[src/rtl/bsg_manycore_ep_req_arbiter.sv]
// Round-robin arbiter sharing one endpoint request FIFO port among several
// requesters. A grant is held across a locked burst (capped at max_burst_p
// packets), issue is gated on the adapter's outstanding-credit count, and one
// IDLE cycle always separates consecutive grants.
module bsg_manycore_ep_req_arbiter #(
  parameter int num_req_p               = 4,
  parameter int fifo_width_p            = 128,
  parameter int max_out_credits_p       = 32,
  parameter int max_burst_p             = 4,
  parameter int credit_counter_width_lp = $clog2(max_out_credits_p + 1),
  parameter int req_id_width_lp         = (num_req_p > 1) ? $clog2(num_req_p) : 1
) (
  input  logic                               clk_i,
  input  logic                               reset_n_i,
  input  logic                               en_i,
  input  logic [num_req_p-1:0]               req_v_i,
  input  logic [num_req_p-1:0]               req_lock_i,
  input  logic [num_req_p*fifo_width_p-1:0]  req_data_i,
  output logic [num_req_p-1:0]               req_ready_o,
  input  logic [credit_counter_width_lp-1:0] out_credits_i,
  output logic                               endpoint_req_v_o,
  output logic [fifo_width_p-1:0]            endpoint_req_data_o,
  input  logic                               endpoint_req_ready_i,
  output logic                               grant_v_o,
  output logic [req_id_width_lp-1:0]         grant_id_o,
  output logic                               busy_o
);

  localparam int burst_w_lp = (max_burst_p > 1) ? $clog2(max_burst_p) : 1;
  // Count value of the last packet a locked grant may send before release.
  localparam logic [burst_w_lp-1:0] burst_last_lp = burst_w_lp'(max_burst_p - 1);

  typedef enum logic {
    IDLE  = 1'b0,
    GRANT = 1'b1
  } state_e;

  state_e                     state_q, state_d;
  logic [req_id_width_lp-1:0] grant_id_q, grant_id_d;
  logic [req_id_width_lp-1:0] rr_ptr_q, rr_ptr_d;
  logic [burst_w_lp-1:0]      burst_cnt_q, burst_cnt_d;

  logic                       pick_v;
  logic [req_id_width_lp-1:0] pick_id;
  logic                       in_grant;
  logic                       credit_ok;
  logic                       gnt_req_v;
  logic                       gnt_req_lock;
  logic                       handshake;

  // Index 'off' positions after 'base', wrapping modulo num_req_p.
  function automatic logic [req_id_width_lp-1:0] wrap_add(
    input logic [req_id_width_lp-1:0] base,
    input int                         off
  );
    int s;
    s = int'(base) + off;
    if (s >= num_req_p) s = s - num_req_p;
    return req_id_width_lp'(s);
  endfunction

  // Round-robin pick: scan from the far end so the nearest valid to rr_ptr wins.
  always_comb begin
    pick_v  = 1'b0;
    pick_id = '0;
    for (int i = num_req_p - 1; i >= 0; i--) begin
      if (req_v_i[wrap_add(rr_ptr_q, i)]) begin
        pick_v  = 1'b1;
        pick_id = wrap_add(rr_ptr_q, i);
      end
    end
  end

  assign in_grant     = (state_q == GRANT);
  assign credit_ok    = (out_credits_i != '0);
  assign gnt_req_v    = req_v_i[grant_id_q];
  assign gnt_req_lock = req_lock_i[grant_id_q];

  assign endpoint_req_v_o    = in_grant & gnt_req_v & credit_ok;
  assign endpoint_req_data_o = endpoint_req_v_o
                             ? req_data_i[grant_id_q*fifo_width_p +: fifo_width_p]
                             : '0;
  assign handshake           = endpoint_req_v_o & endpoint_req_ready_i;

  // Ready goes only to the held grant, and only when a credit is available.
  always_comb begin
    req_ready_o = '0;
    if (in_grant & endpoint_req_ready_i & credit_ok) begin
      req_ready_o[grant_id_q] = 1'b1;
    end
  end

  assign grant_v_o  = in_grant;
  assign grant_id_o = grant_id_q;
  assign busy_o     = (state_q != IDLE);

  // Next-state: grant in IDLE, then hold through a locked burst or release.
  always_comb begin
    state_d     = state_q;
    grant_id_d  = grant_id_q;
    rr_ptr_d    = rr_ptr_q;
    burst_cnt_d = burst_cnt_q;
    unique case (state_q)
      IDLE: begin
        if (en_i && pick_v) begin
          grant_id_d = pick_id;
          state_d    = GRANT;
        end
      end
      GRANT: begin
        if (handshake && gnt_req_lock && (burst_cnt_q < burst_last_lp)) begin
          burst_cnt_d = burst_cnt_q + 1'b1;
        end else if (handshake || !gnt_req_v) begin
          // Normal end of grant, burst cap reached, or lock abandoned.
          burst_cnt_d = '0;
          rr_ptr_d    = wrap_add(grant_id_q, 1);
          state_d     = IDLE;
        end
      end
      default: state_d = IDLE;
    endcase
  end

  // Arbiter FSM state registers with asynchronous active-low reset.
  always_ff @(posedge clk_i or negedge reset_n_i) begin
    if (!reset_n_i) begin
      state_q     <= IDLE;
      grant_id_q  <= '0;
      rr_ptr_q    <= '0;
      burst_cnt_q <= '0;
    end else begin
      state_q     <= state_d;
      grant_id_q  <= grant_id_d;
      rr_ptr_q    <= rr_ptr_d;
      burst_cnt_q <= burst_cnt_d;
    end
  end

endmodule

[config.mk]
export PLATFORM = sky130hd
export DESIGN_NAME = bsg_manycore_ep_req_arbiter
export DESIGN_NICKNAME = d
export VERILOG_FILES = /design/src/rtl/bsg_manycore_ep_req_arbiter.sv
export SDC_FILE = /design/constraint.sdc
export NUM_CORES = 1
export LEC_CHECK = 0
export ABC_AREA = 0
export ABC_CLOCK_PERIOD_IN_PS = 2000
export BUFFER_PORTS_ARGS = -buffer_cell sky130_fd_sc_hd__buf_4
export CORE_AREA = 4 4 260 262
export DETAILED_ROUTE_END_ITERATION = 12
export DIE_AREA = 0 0 264 266
export PLACE_DENSITY = 0.36
export SLEW_MARGIN = 10
export SYNTH_ARGS = -nofsm -noshare
export SYNTH_HDL_FRONTEND = slang
export SYNTH_SLANG_ARGS = --single-unit
[constraint.sdc]
create_clock -name clk_i -period 2 [get_ports clk_i]
set_clock_uncertainty 0.05 [all_clocks]
set_input_delay 0.1 -clock clk_i [delete_from_list [all_inputs] [get_ports clk_i]]
set_output_delay 0.1 -clock clk_i [all_outputs]
set_load 0.05 [all_outputs]
==> key figures, run 1 <==
Critical path
  • Crit Path Max Fanout: 8
  • Crit Path Category: register to primary output
  • CP endpoint kind: primary output
  • CP required: 1.85 ns
  • Setup crit start kind: register
  • WP data arrival: 2.01 ns

Clock network
  • Clock Latency Late Sink: between 0.2 and 0.25 ns
  • Clock edge transition at the registers on the reported setup and hold paths: 0.04 ns
  • H-tree Lvls: 1
  • Max clock buf depth: 2
  • TritonCTS clock tree: built
  • Num CTS Buffers: 3
  • CTS sink cnt: 7
  • Root Buffer: clkbuf_16

Power
  • Internal power: between 8 and 9 mW
  • Worst vdd ir: 0.0006639 V
  • Sw Share: about half
  • Pwr dens: about 1400 nW/um^2
  • Power Total: 17.65 mW
  • Clock power frac: 1.9%
  • Lkg Pwr: about 5.6 nW
  • Comb power frac: between 90% and 100%
  • Psw: approximately 8.8 mW
  • Sequential share of power: 1.7%

Floorplanning
  • Io pins: 667
  • Initial Utilization: 6.978%
  • Die X: 264 um
  • Die area: between 70000 and 80000 sq um
  • Die Ht: 266 um
  • Core ar.: around 65000 sq um
  • Rows: 94

Routing
  • WL final: 37660 um
  • Post-route ant nets: 0
  • DRC violations left: 0
  • Initial DRC count: 247
  • DR pass1 iterations: 4
  • Vias/cell: 3.363
  • Avg WL per Cell: 19.54 um
  • Vias: ~6500

STA
  • Final Max Tran Viols: 0
  • Worst slew pin tran: 0.5058 ns
  • Final Hold Viols: 0
  • Relative slew slack: between 60% and 70%
  • Setup violations, final: 127
  • Fin crit share: 107.9%
  • Worst Slack Setup Final: -0.1581 ns
  • Hold Worst Slack: 0.1429 ns
  • Tmin final: 2.158 ns
  • RSZ-0062 raised after global routing: true
  • Fmax: about 460 MHz
  • Post-route setup TNS: -13.04 ns

Layout
  • Fin area: around 13000 sq um
  • Final design utilization: 19.20%
  • Layout net count: 1597
  • P&R area growth vs syn: 175.2%
  • Layout cells sized above 1: 93.50%

Yosys
  • Register bit count reported by yosys: 7
  • Cell Area, Synth: 4563 sq um
  • Post-synthesis cell count: 359
  • Syn nets: 894
  • Sequential share of the synthesized area: 3.839%
  • Synth Warn #: 0
  • Synth unique cells: 28
  • Syn_area_per_cell: 12.71 sq um

Outcome
  • Run status: complete, but fails checks
  • Failing checks: setup timing

GRT
  • Gr ovfl total: 0
  • Number of global-route vias before repair: 7276
  • Initial antenna violation count: 5
  • Global-route wire length before repair: 50410 um
  • Global Route Usage Sum: 9.533%
  • Largest net degree at the start of global routing: 67

Place
  • PortBufs: 666
  • Post-DP HPWL: 31470 um
  • RD Place Congestion: ~0.92
  • Area after DPL: 11120 sq um

Hold path
  • Worst hold path type: input pin to register

Job
  • Max cap viols: 0
[cells in the final DEF (no fill, tap or decap), drive strengths merged, types with 2 or more instances in the layout]
master	Yosys	routed
nand2	3	3
o221ai	2	2
o21ai	4	4
dfrtp	7	7
nand2b	3	3
and2	4	4
ha	5	5
buf	40	738
nor2	2	2
a21o	2	2
diode	0	2
inv	6	6
clkbuf	5	8
nand3	4	4
mux4	129	129
a21oi	4	4
nor2b	128	128
mux2i	5	5
[cell type report]
cell class                 instances  area (sq um)
antenna                            2         5.005
clock buffer                       4         78.83
fill                            7288         52840
inverter                           6         22.52
multi-input combinational        301          4579
sequential                         7         182.7
tap                              864          1081
timing repair buffer             743          6606
[flip-flops by register name (all words and copies together), names as in the netlist]
register,cells
grant_id_o,2
burst_cnt_q,2
rr_ptr_q,2
busy_o,1
[per-layer routing]
layer	track usage, %	part of all wire (%)	vias to the layer above
met5	0	0.072	-
met4	2.085	2.3	4
met3	3.768	11	34
met2	17.25	51	426
met1	10.58	35	3153
li1	-	-	2863
[critical path: stages, from the launching register on]
cell     delay, ns
dfrtp_4       0.45
buf_4         0.13
buf_12        0.14
buf_16        0.15
mux4_2        0.55
nor2b_1       0.16
buf_6         0.15
[repair_timing]
action                                 CTS  global route
setup buffers                           21             1
gates cloned                             5             4
setup endpoints to repair              131           138
hold buffers                             1             0
endpoints found under the hold margin    7             0
resized for setup                      194            79
pin swaps                                3             0
[synthesized netlist by cell type]
master    number  area [sq um]
o21ai_0        3         15.01
o41ai_1        1         8.760
buf_4          9         67.56
nand2_1        3         11.26
nand2b_4       1         13.76
mux2i_1        5         50.05
nand3_1        4         20.02
a21oi_1        4         20.02
mux4_2       129          2905
clkbuf_4       3         22.52
dfrtp_1        7         175.2
nor4_1         1         6.260
o221ai_1       2         17.52
a21o_1         2         15.01
clkbuf_1       2         7.510
inv_1          6         22.52
mux2_1         1         11.26
or2_2          1         6.260
o21ai_2        1         8.760
o21a_1         1         7.510
nor2b_1      128         800.8
o22ai_1        1         6.260
buf_6         13         146.4
nor2_1         2         7.510
buf_2         18         90.09
nand2b_1       2         12.51
ha_1           5         62.56
and2_1         4         25.02
[metrics by stage]
stage	worst slack (ns)	instances
CTS	-0.1832	1921
floorplan	-0.3517	359
detailed placement	0.004736	1892
global route	-0.2270	1926
finish	-0.1581	1927
global placement	0.01033	1892
[final timing paths]
check	startpoint	endpoint	slack [ns]	cells past startpoint
setup / recovery	grant_id_o[0]$_DFFE_PN0P_	endpoint_req_data_o[65]	-0.16	6
hold / removal	en_i	busy_o$_DFF_PN0_	0.14	3
setup reg to reg	grant_id_o[0]$_DFFE_PN0P_	rr_ptr_q[1]$_DFFE_PN0P_	0.01	7
hold reg to reg	burst_cnt_q[1]$_DFFE_PN0P_	burst_cnt_q[1]$_DFFE_PN0P_	0.47	2
max in group asynchronous	reset_n_i	grant_id_o[0]$_DFFE_PN0P_	1.57	2
min in group asynchronous	reset_n_i	grant_id_o[1]$_DFFE_PN0P_	0.18	2
[cells by family (layout without fill, tap and decap cells)]
group                    count (synthesis)  after routing  share of synthesized area (%)
AO/OA/AOI/OAI                           15             15                          2.166
adder cells (fa/ha/maj)                  5              5                          1.371
buffers and inverters                   51            753                          7.815
flip-flops                               7              7                          3.839
multiplexers                           135            135                          65.01
other                                    0              2                              0
AND/OR/NAND/NOR                        146            146                          19.80
[power by group through the flow]
stage,logic [mW],registers [mW],clock network [mW]
final,17.0,0.309,0.340
after global routing,17.8,0.323,0.359
after CTS,16.5,0.306,0.347
after detailed placement,14.2,0.317,0
after global placement,14.2,0.313,0
after floorplan,9.59,0.384,0
No activity file was read; power rests on OpenSTA's default activity.
==> run 2: changes to the inputs <==
CELL_PAD_IN_SITES_DETAIL_PLACEMENT = 0   (was not set)
CELL_PAD_IN_SITES_GLOBAL_PLACEMENT = 1   (was not set)
CORE_AREA = 4 4 255 257   (was 4 4 260 262)
DIE_AREA = 0 0 259 261   (was 0 0 264 266)
PLACE_DENSITY = 0.46   (was 0.36)
==> run 2 against run 1 <==
Effect of this change:
- the run still ends with setup timing left
- flip-flop and latch count unchanged
- register-to-register slack improved by 0.09 ns
- combinational power increased by 12%
- worst setup slack improved by 0.0029 ns
- fmax increased by 0.14%
- core utilization increased by 2.0 points
- wire length increased by 21%
- via count increased by 2.3%
- critical path depth unchanged
- critical path type unchanged
==> key figures, run 2 (synthesized netlist as in run 1, its figures left out) <==
Power
  • Sw Share: 48.62%
  • Worst vdd ir: 0.0007785 V
  • Psw: 9.543 mW
  • Pwr dens: 1475 nW/um^2
  • Clock power frac: 1.7%
  • Comb power frac: ~97%
  • Lkg Pwr: 5.965 nW
  • Sequential share of power: 1.7%
  • Internal power: 10.08 mW

Hold path
  • Worst hold endpoint: busy_o$_DFF_PN0_
  • Worst hold path type: input pin to register
  • Cells on Worst Hold Path: 3
  • Hold path start: en_i

Routing
  • Post-route ant nets: 0
  • DR pass1 iterations: 5
  • WL final: between 40000 and 50000 um
  • Avg WL per Cell: around 24 um
  • Vias: ~6600
  • Initial DRC count: roughly 290
  • DRC violations left: 0
  • Vias/cell: 3.472

Clock network
  • TritonCTS clock tree: built
  • H-tree Lvls: 1
  • Root Buffer: clkbuf_16
  • Clock edge transition at the registers on the reported setup and hold paths: roughly 0.04 ns
  • CTS sink cnt: 7
  • Num CTS Buffers: 3
  • Clock Latency Late Sink: about 0.23 ns
  • Max clock buf depth: 2

Layout
  • P&R area growth vs syn: 191.6%
  • Filler cell count in the final layout: between 6000 and 7000
  • Fin area: 13310 sq um
  • Layout net count: 1599
  • Commonest non-fill, non-tap cell in the layout: buf_4
  • Non-filler cells, final: 1910
  • Final design utilization: 21.21%
  • Commonest cells after routing, fill and taps aside: buf_4, mux4_2, nor2b_4, buf_6, buf_8
  • Layout cells sized above 1: around 94%

GRT
  • Grt met2 use: about 22%
  • GR Util met1: 14.68%
  • Number of global-route vias before repair: 7200
  • Gr ovfl total: 0
  • Busiest layer in global routing: met2
  • Largest net degree at the start of global routing: 40
  • Global-route wire length before repair: ~58000 um
  • Initial antenna violation count: 13
  • Global Route Usage Sum: between 10% and 20%
  • M3 GR Usage: 4.129%

Floorplanning
  • Io pins: about 670
  • Die Ht: 261 um
  • Core ar.: approximately 63000 sq um
  • Die X: 259 um
  • Rows: between 90 and 100
  • Initial Utilization: 7.274%
  • Die area: 67600 sq um

Critical path
  • Max stage delay cell, worst path: dfrtp_4
  • Setup crit start kind: register
  • CP required: 1.85 ns
  • CP endpoint kind: primary output
  • Flop2flop setup slack: 0.10 ns
  • WP data arrival: about 2.0 ns
  • R2R Path Start: grant_id_o[1]$_DFFE_PN0P_
  • Crit-path cells: mux4_2 > nand3_4 > buf_12 > buf_16 > nor2b_1 > buf_6
  • Crit Path Max Fanout: 13
  • CP Buf/Inv Count: 3
  • Worst R2R End: rr_ptr_q[1]$_DFFE_PN0P_
  • Crit Path Category: register to primary output
  • Worst R2R Path Depth: 6
  • Max stage delay on crit path: around 0.47 ns
  • Top delay family on crit path: buffers and inverters

STA
  • Tmin final: 2.155 ns
  • Relative slew slack: a little over two thirds
  • Worst Slack Setup Final: -0.1552 ns
  • Setup violations, final: 129
  • RSZ-0062 raised after global routing: true
  • Hold Worst Slack: 0.1392 ns
  • Final Max Tran Viols: 0
  • Final Hold Viols: 0
  • Worst slew pin tran: 0.4516 ns
  • Fmax: 464.0 MHz
  • Fin crit share: 107.8%

Place
  • Placed instance count: ~1900
  • RD Place Congestion: 0.8408
  • PortBufs: roughly 670
  • Area after DPL: 11070 sq um
  • Post-DP HPWL: 37380 um

Outcome
  • Run status: complete, but fails checks
  • Failing checks: setup timing

Job
  • Max cap viols: 0
==> run 2: cell type report <==
cell class	count	area [sq um]	share of cell area, %
Inverter	6	25.02	0.1880
Sequential cell	7	182.7	1.373
Clock buffer	4	78.83	0.5923
Multi-Input combinational cell	301	4905	36.86
Tap cell	846	1059	7.954
Timing Repair Buffer	745	7056	53.02
Antenna cell	1	2.502	0.01880
==> run 2: worst max path at each step <==
stage / slack [ns] / end / from / depth (start not counted)
final: -0.16 / endpoint_req_data_o[9] / grant_id_o[1]$_DFFE_PN0P_ / 6
after detailed placement: -0.003 / endpoint_req_data_o[63] / grant_id_o[0]$_DFFE_PN0P_ / 5
after global routing: -0.21 / endpoint_req_data_o[20] / grant_id_o[1]$_DFFE_PN0P_ / 6
after global placement: 0.006 / endpoint_req_data_o[63] / grant_id_o[0]$_DFFE_PN0P_ / 5
after CTS: -0.19 / endpoint_req_data_o[63] / grant_id_o[0]$_DFFE_PN0P_ / 6
after floorplan: -0.35 / endpoint_req_data_o[10] / grant_id_o[1]$_DFFE_PN0P_ / 6
==> run 2: stage by stage <==
step	worst slack [ns]	TNS (ns)	power, mW
floorplan	-0.3517	-33.45	9.976
global placement	0.006360	0	14.54
detailed placement	-0.002507	-0.002507	14.51
CTS	-0.1887	-16.58	18.91
global route	-0.2129	-20.50	20.55
finish	-0.1552	-13.46	19.63
==> run 2: metal layers <==
| metal | wire, um | vias to the layer above |
|---|---|---|
| met4 | 156 | 12 |
| met2 | 23060 | 427 |
| met3 | 4538 | 24 |
| li1 | - | 2871 |
| met5 | 74 | - |
| met1 | 17700 | 3298 |
==> run 2: worst register-to-register path, cell delays in order, from the launching register on <==
cell and delay, ns:
dfrtp_4 0.47, buf_4 0.18, buf_12 0.17, or2_2 0.33, o22ai_4 0.17, o21ai_2 0.11, mux2_4 0.30
==> run 2: what timing repair did <==
item,4_1_cts,5_1_grt
setup endpoints to repair,129,132
endpoints found under the hold margin,7,0
gates resized for setup,286,129
hold buffers,1,0
setup buffers,19,1
pin swaps,1,3
gates cloned,16,6
==> run 2: power groups by stage <==
stage                     clock network (mW)  logic (mW)  registers, mW
after global routing                   0.358        19.9          0.335
after floorplan                            0        9.59          0.384
after global placement                     0        14.2          0.322
after detailed placement                   0        14.2          0.326
final                                  0.338        19.0          0.326
after CTS                              0.344        18.2          0.325
==> run 3: changes to the inputs <==
ABC_CLOCK_PERIOD_IN_PS = not set   (was 2000)
SETUP_SLACK_MARGIN = 0.05   (was not set)
==> run 3 against run 2 <==
Effect of this change:
- sequential share of layout area is 0.088 points higher
- wire length is 8.9% lower
- combinational power is 11% lower
- largest power group unchanged
- the run still ends with setup timing left
==> key figures, run 3 (synthesized netlist as in run 1, its figures left out) <==
Clock network
  • Root Buffer: clkbuf_16
  • H-tree Lvls: 1
  • CTS sink cnt: 7
  • Num CTS Buffers: 3
  • TritonCTS clock tree: built
  • Clock Latency Late Sink: 0.23 ns
  • Clock edge transition at the registers on the reported setup and hold paths: about 0.040 ns
  • Max clock buf depth: 2

Routing
  • WL final: 41470 um
  • Vias/cell: 3.401
  • DRC violations left: 0
  • Post-route ant nets: 0
  • DR pass1 iterations: 4
  • Initial DRC count: 324
  • Vias: roughly 6500
  • Avg WL per Cell: approximately 22 um

Critical path
  • CP required: approximately 1.9 ns
  • Worst R2R End: rr_ptr_q[1]$_DFFE_PN0P_
  • Critical path origin: grant_id_o[0]$_DFFE_PN0P_
  • Max stage delay cell, worst path: mux4_2
  • WP data arrival: 2.03 ns
  • Crit Path Category: register to primary output
  • Worst R2R Path Depth: 9
  • Crit-path cells: buf_16 > buf_16 > buf_4 > mux4_2 > nor2b_1 > buf_6
  • Flop2flop setup slack: -0.08 ns
  • R2R Path Start: grant_id_o[0]$_DFFE_PN0P_
  • CP endpoint kind: primary output
  • Setup crit start kind: register
  • Crit Path Max Fanout: 8
  • Max stage delay on crit path: 0.53 ns
  • Most frequent CP cell: buf_16

Place
  • Area after DPL: 11200 sq um
  • Placed instance count: 1887
  • PortBufs: 666
  • RD Place Congestion: about 0.88
  • Post-DP HPWL: 36140 um

Floorplanning
  • Die area: approximately 68000 sq um
  • Rows: between 90 and 100
  • Initial Utilization: 7.274%
  • Die X: 259 um
  • Die Ht: 261 um
  • Core ar.: roughly 63000 sq um
  • Io pins: 667

STA
  • Relative slew slack: 67.10%
  • Setup violations, final: roughly 130
  • Fin crit share: 109.1%
  • Tmin final: 2.181 ns
  • Final Hold Viols: 0
  • Worst slew pin tran: 0.4871 ns
  • Worst Slack Setup Final: -0.1814 ns
  • Final Max Tran Viols: 0
  • RSZ-0062 raised after global routing: true
  • Hold Worst Slack: 0.1144 ns
  • Fmax: 458.4 MHz

GRT
  • Largest net degree at the start of global routing: 40
  • Global Route Usage Sum: 10.89%
  • Busiest layer in global routing: met2
  • Initial antenna violation count: 9
  • M3 GR Usage: under 10%
  • Global-route wire length before repair: 53530 um
  • Grt met2 use: 19.57%
  • GR Util met1: 13.20%
  • Number of global-route vias before repair: 7197
  • Gr ovfl total: 0

Layout
  • Layout cells sized above 1: 89.89%
  • Commonest non-fill, non-tap cell in the layout: buf_4
  • Layout net count: 1604
  • Fin area: 12500 sq um
  • Non-filler cells, final: between 1500 and 2000
  • Commonest cells after routing, fill and taps aside: buf_4, mux4_2, buf_6, nor2b_1, nor2b_4
  • Final design utilization: 19.93%
  • P&R area growth vs syn: 174.0%

Power
  • Worst vdd ir: 0.0008980 V
  • Lkg Pwr: 5.549 nW
  • Pwr dens: 1411 nW/um^2

Job
  • Max cap viols: 0

Outcome
  • Failing checks: setup timing
  • Run status: complete, but fails checks

Hold path
  • Worst hold endpoint: busy_o$_DFF_PN0_
  • Worst hold path type: input pin to register
  • Hold path start: en_i
  • Cells on Worst Hold Path: 3
## run 3: changes by cell type in the layout (fill, tap and decap cells not counted), moves of 11 or more
cell	change
nor2b_2	+11
buf_16	-11
nor2b_4	-64
buf_8	-22
nor2b_1	+53
buf_4	+43
## run 3: layer usage
layer,share of wire (%),vias to the layer above
li1,-,2881
met1,38,3153
met2,49,436
met3,11,35
met4,1.1,8
met5,0.12,-
## run 3: worst max path at each step
stage	slack, ns	to
after detailed placement	0.009	endpoint_req_data_o[96]
final	-0.18	endpoint_req_data_o[83]
after CTS	-0.19	endpoint_req_data_o[11]
after floorplan	-0.32	endpoint_req_data_o[10]
after global placement	0.02	endpoint_req_data_o[96]
after global routing	-0.24	endpoint_req_data_o[36]
## run 3: worst max-delay path: cells and delay by family, from the launching register on
family	cells	cell delay [ns]
buffers and inverters	4	0.61
DFF	1	0.47
muxes	1	0.53
and+or+nand+nor	1	0.16
## run 3: what timing repair did
action	4_1_cts	5_1_grt
setup buffers	11	5
hold endpoints to repair	7	0
gates cloned	3	4
gates resized for setup	133	95
endpoints found under the setup margin	129	137
pin swaps	0	3
hold buffers	1	0
## run 3: power by group
group / internal (mW) / total, mW / switching (mW)
sequential: 0.222 / 0.322 / 0.100
clock: 0.266 / 0.346 / 0.0800
combinational: 8.29 / 17.0 / 8.68
## run 3: final cells by class
type                       count  area, sq um
antenna                        1        2.502
sequential                     7        182.7
fill                        6907        50230
clock buffer                   4        78.83
tap                          846         1059
multi-input combinational    301         4488
inverter                       6        35.03
timing repair buffer         750         6658
## run 3: per-stage QoR
step	power [mW]	setup WS, ns	setup TNS [ns]
6_report	17.64	-0.1814	-16.86
5_1_grt	18.52	-0.2352	-25.98
4_1_cts	16.84	-0.1899	-19.28
3_5_place_dp	14.89	0.009047	0
3_3_place_gp	14.91	0.02158	0
2_1_floorplan	9.978	-0.3178	-29.47
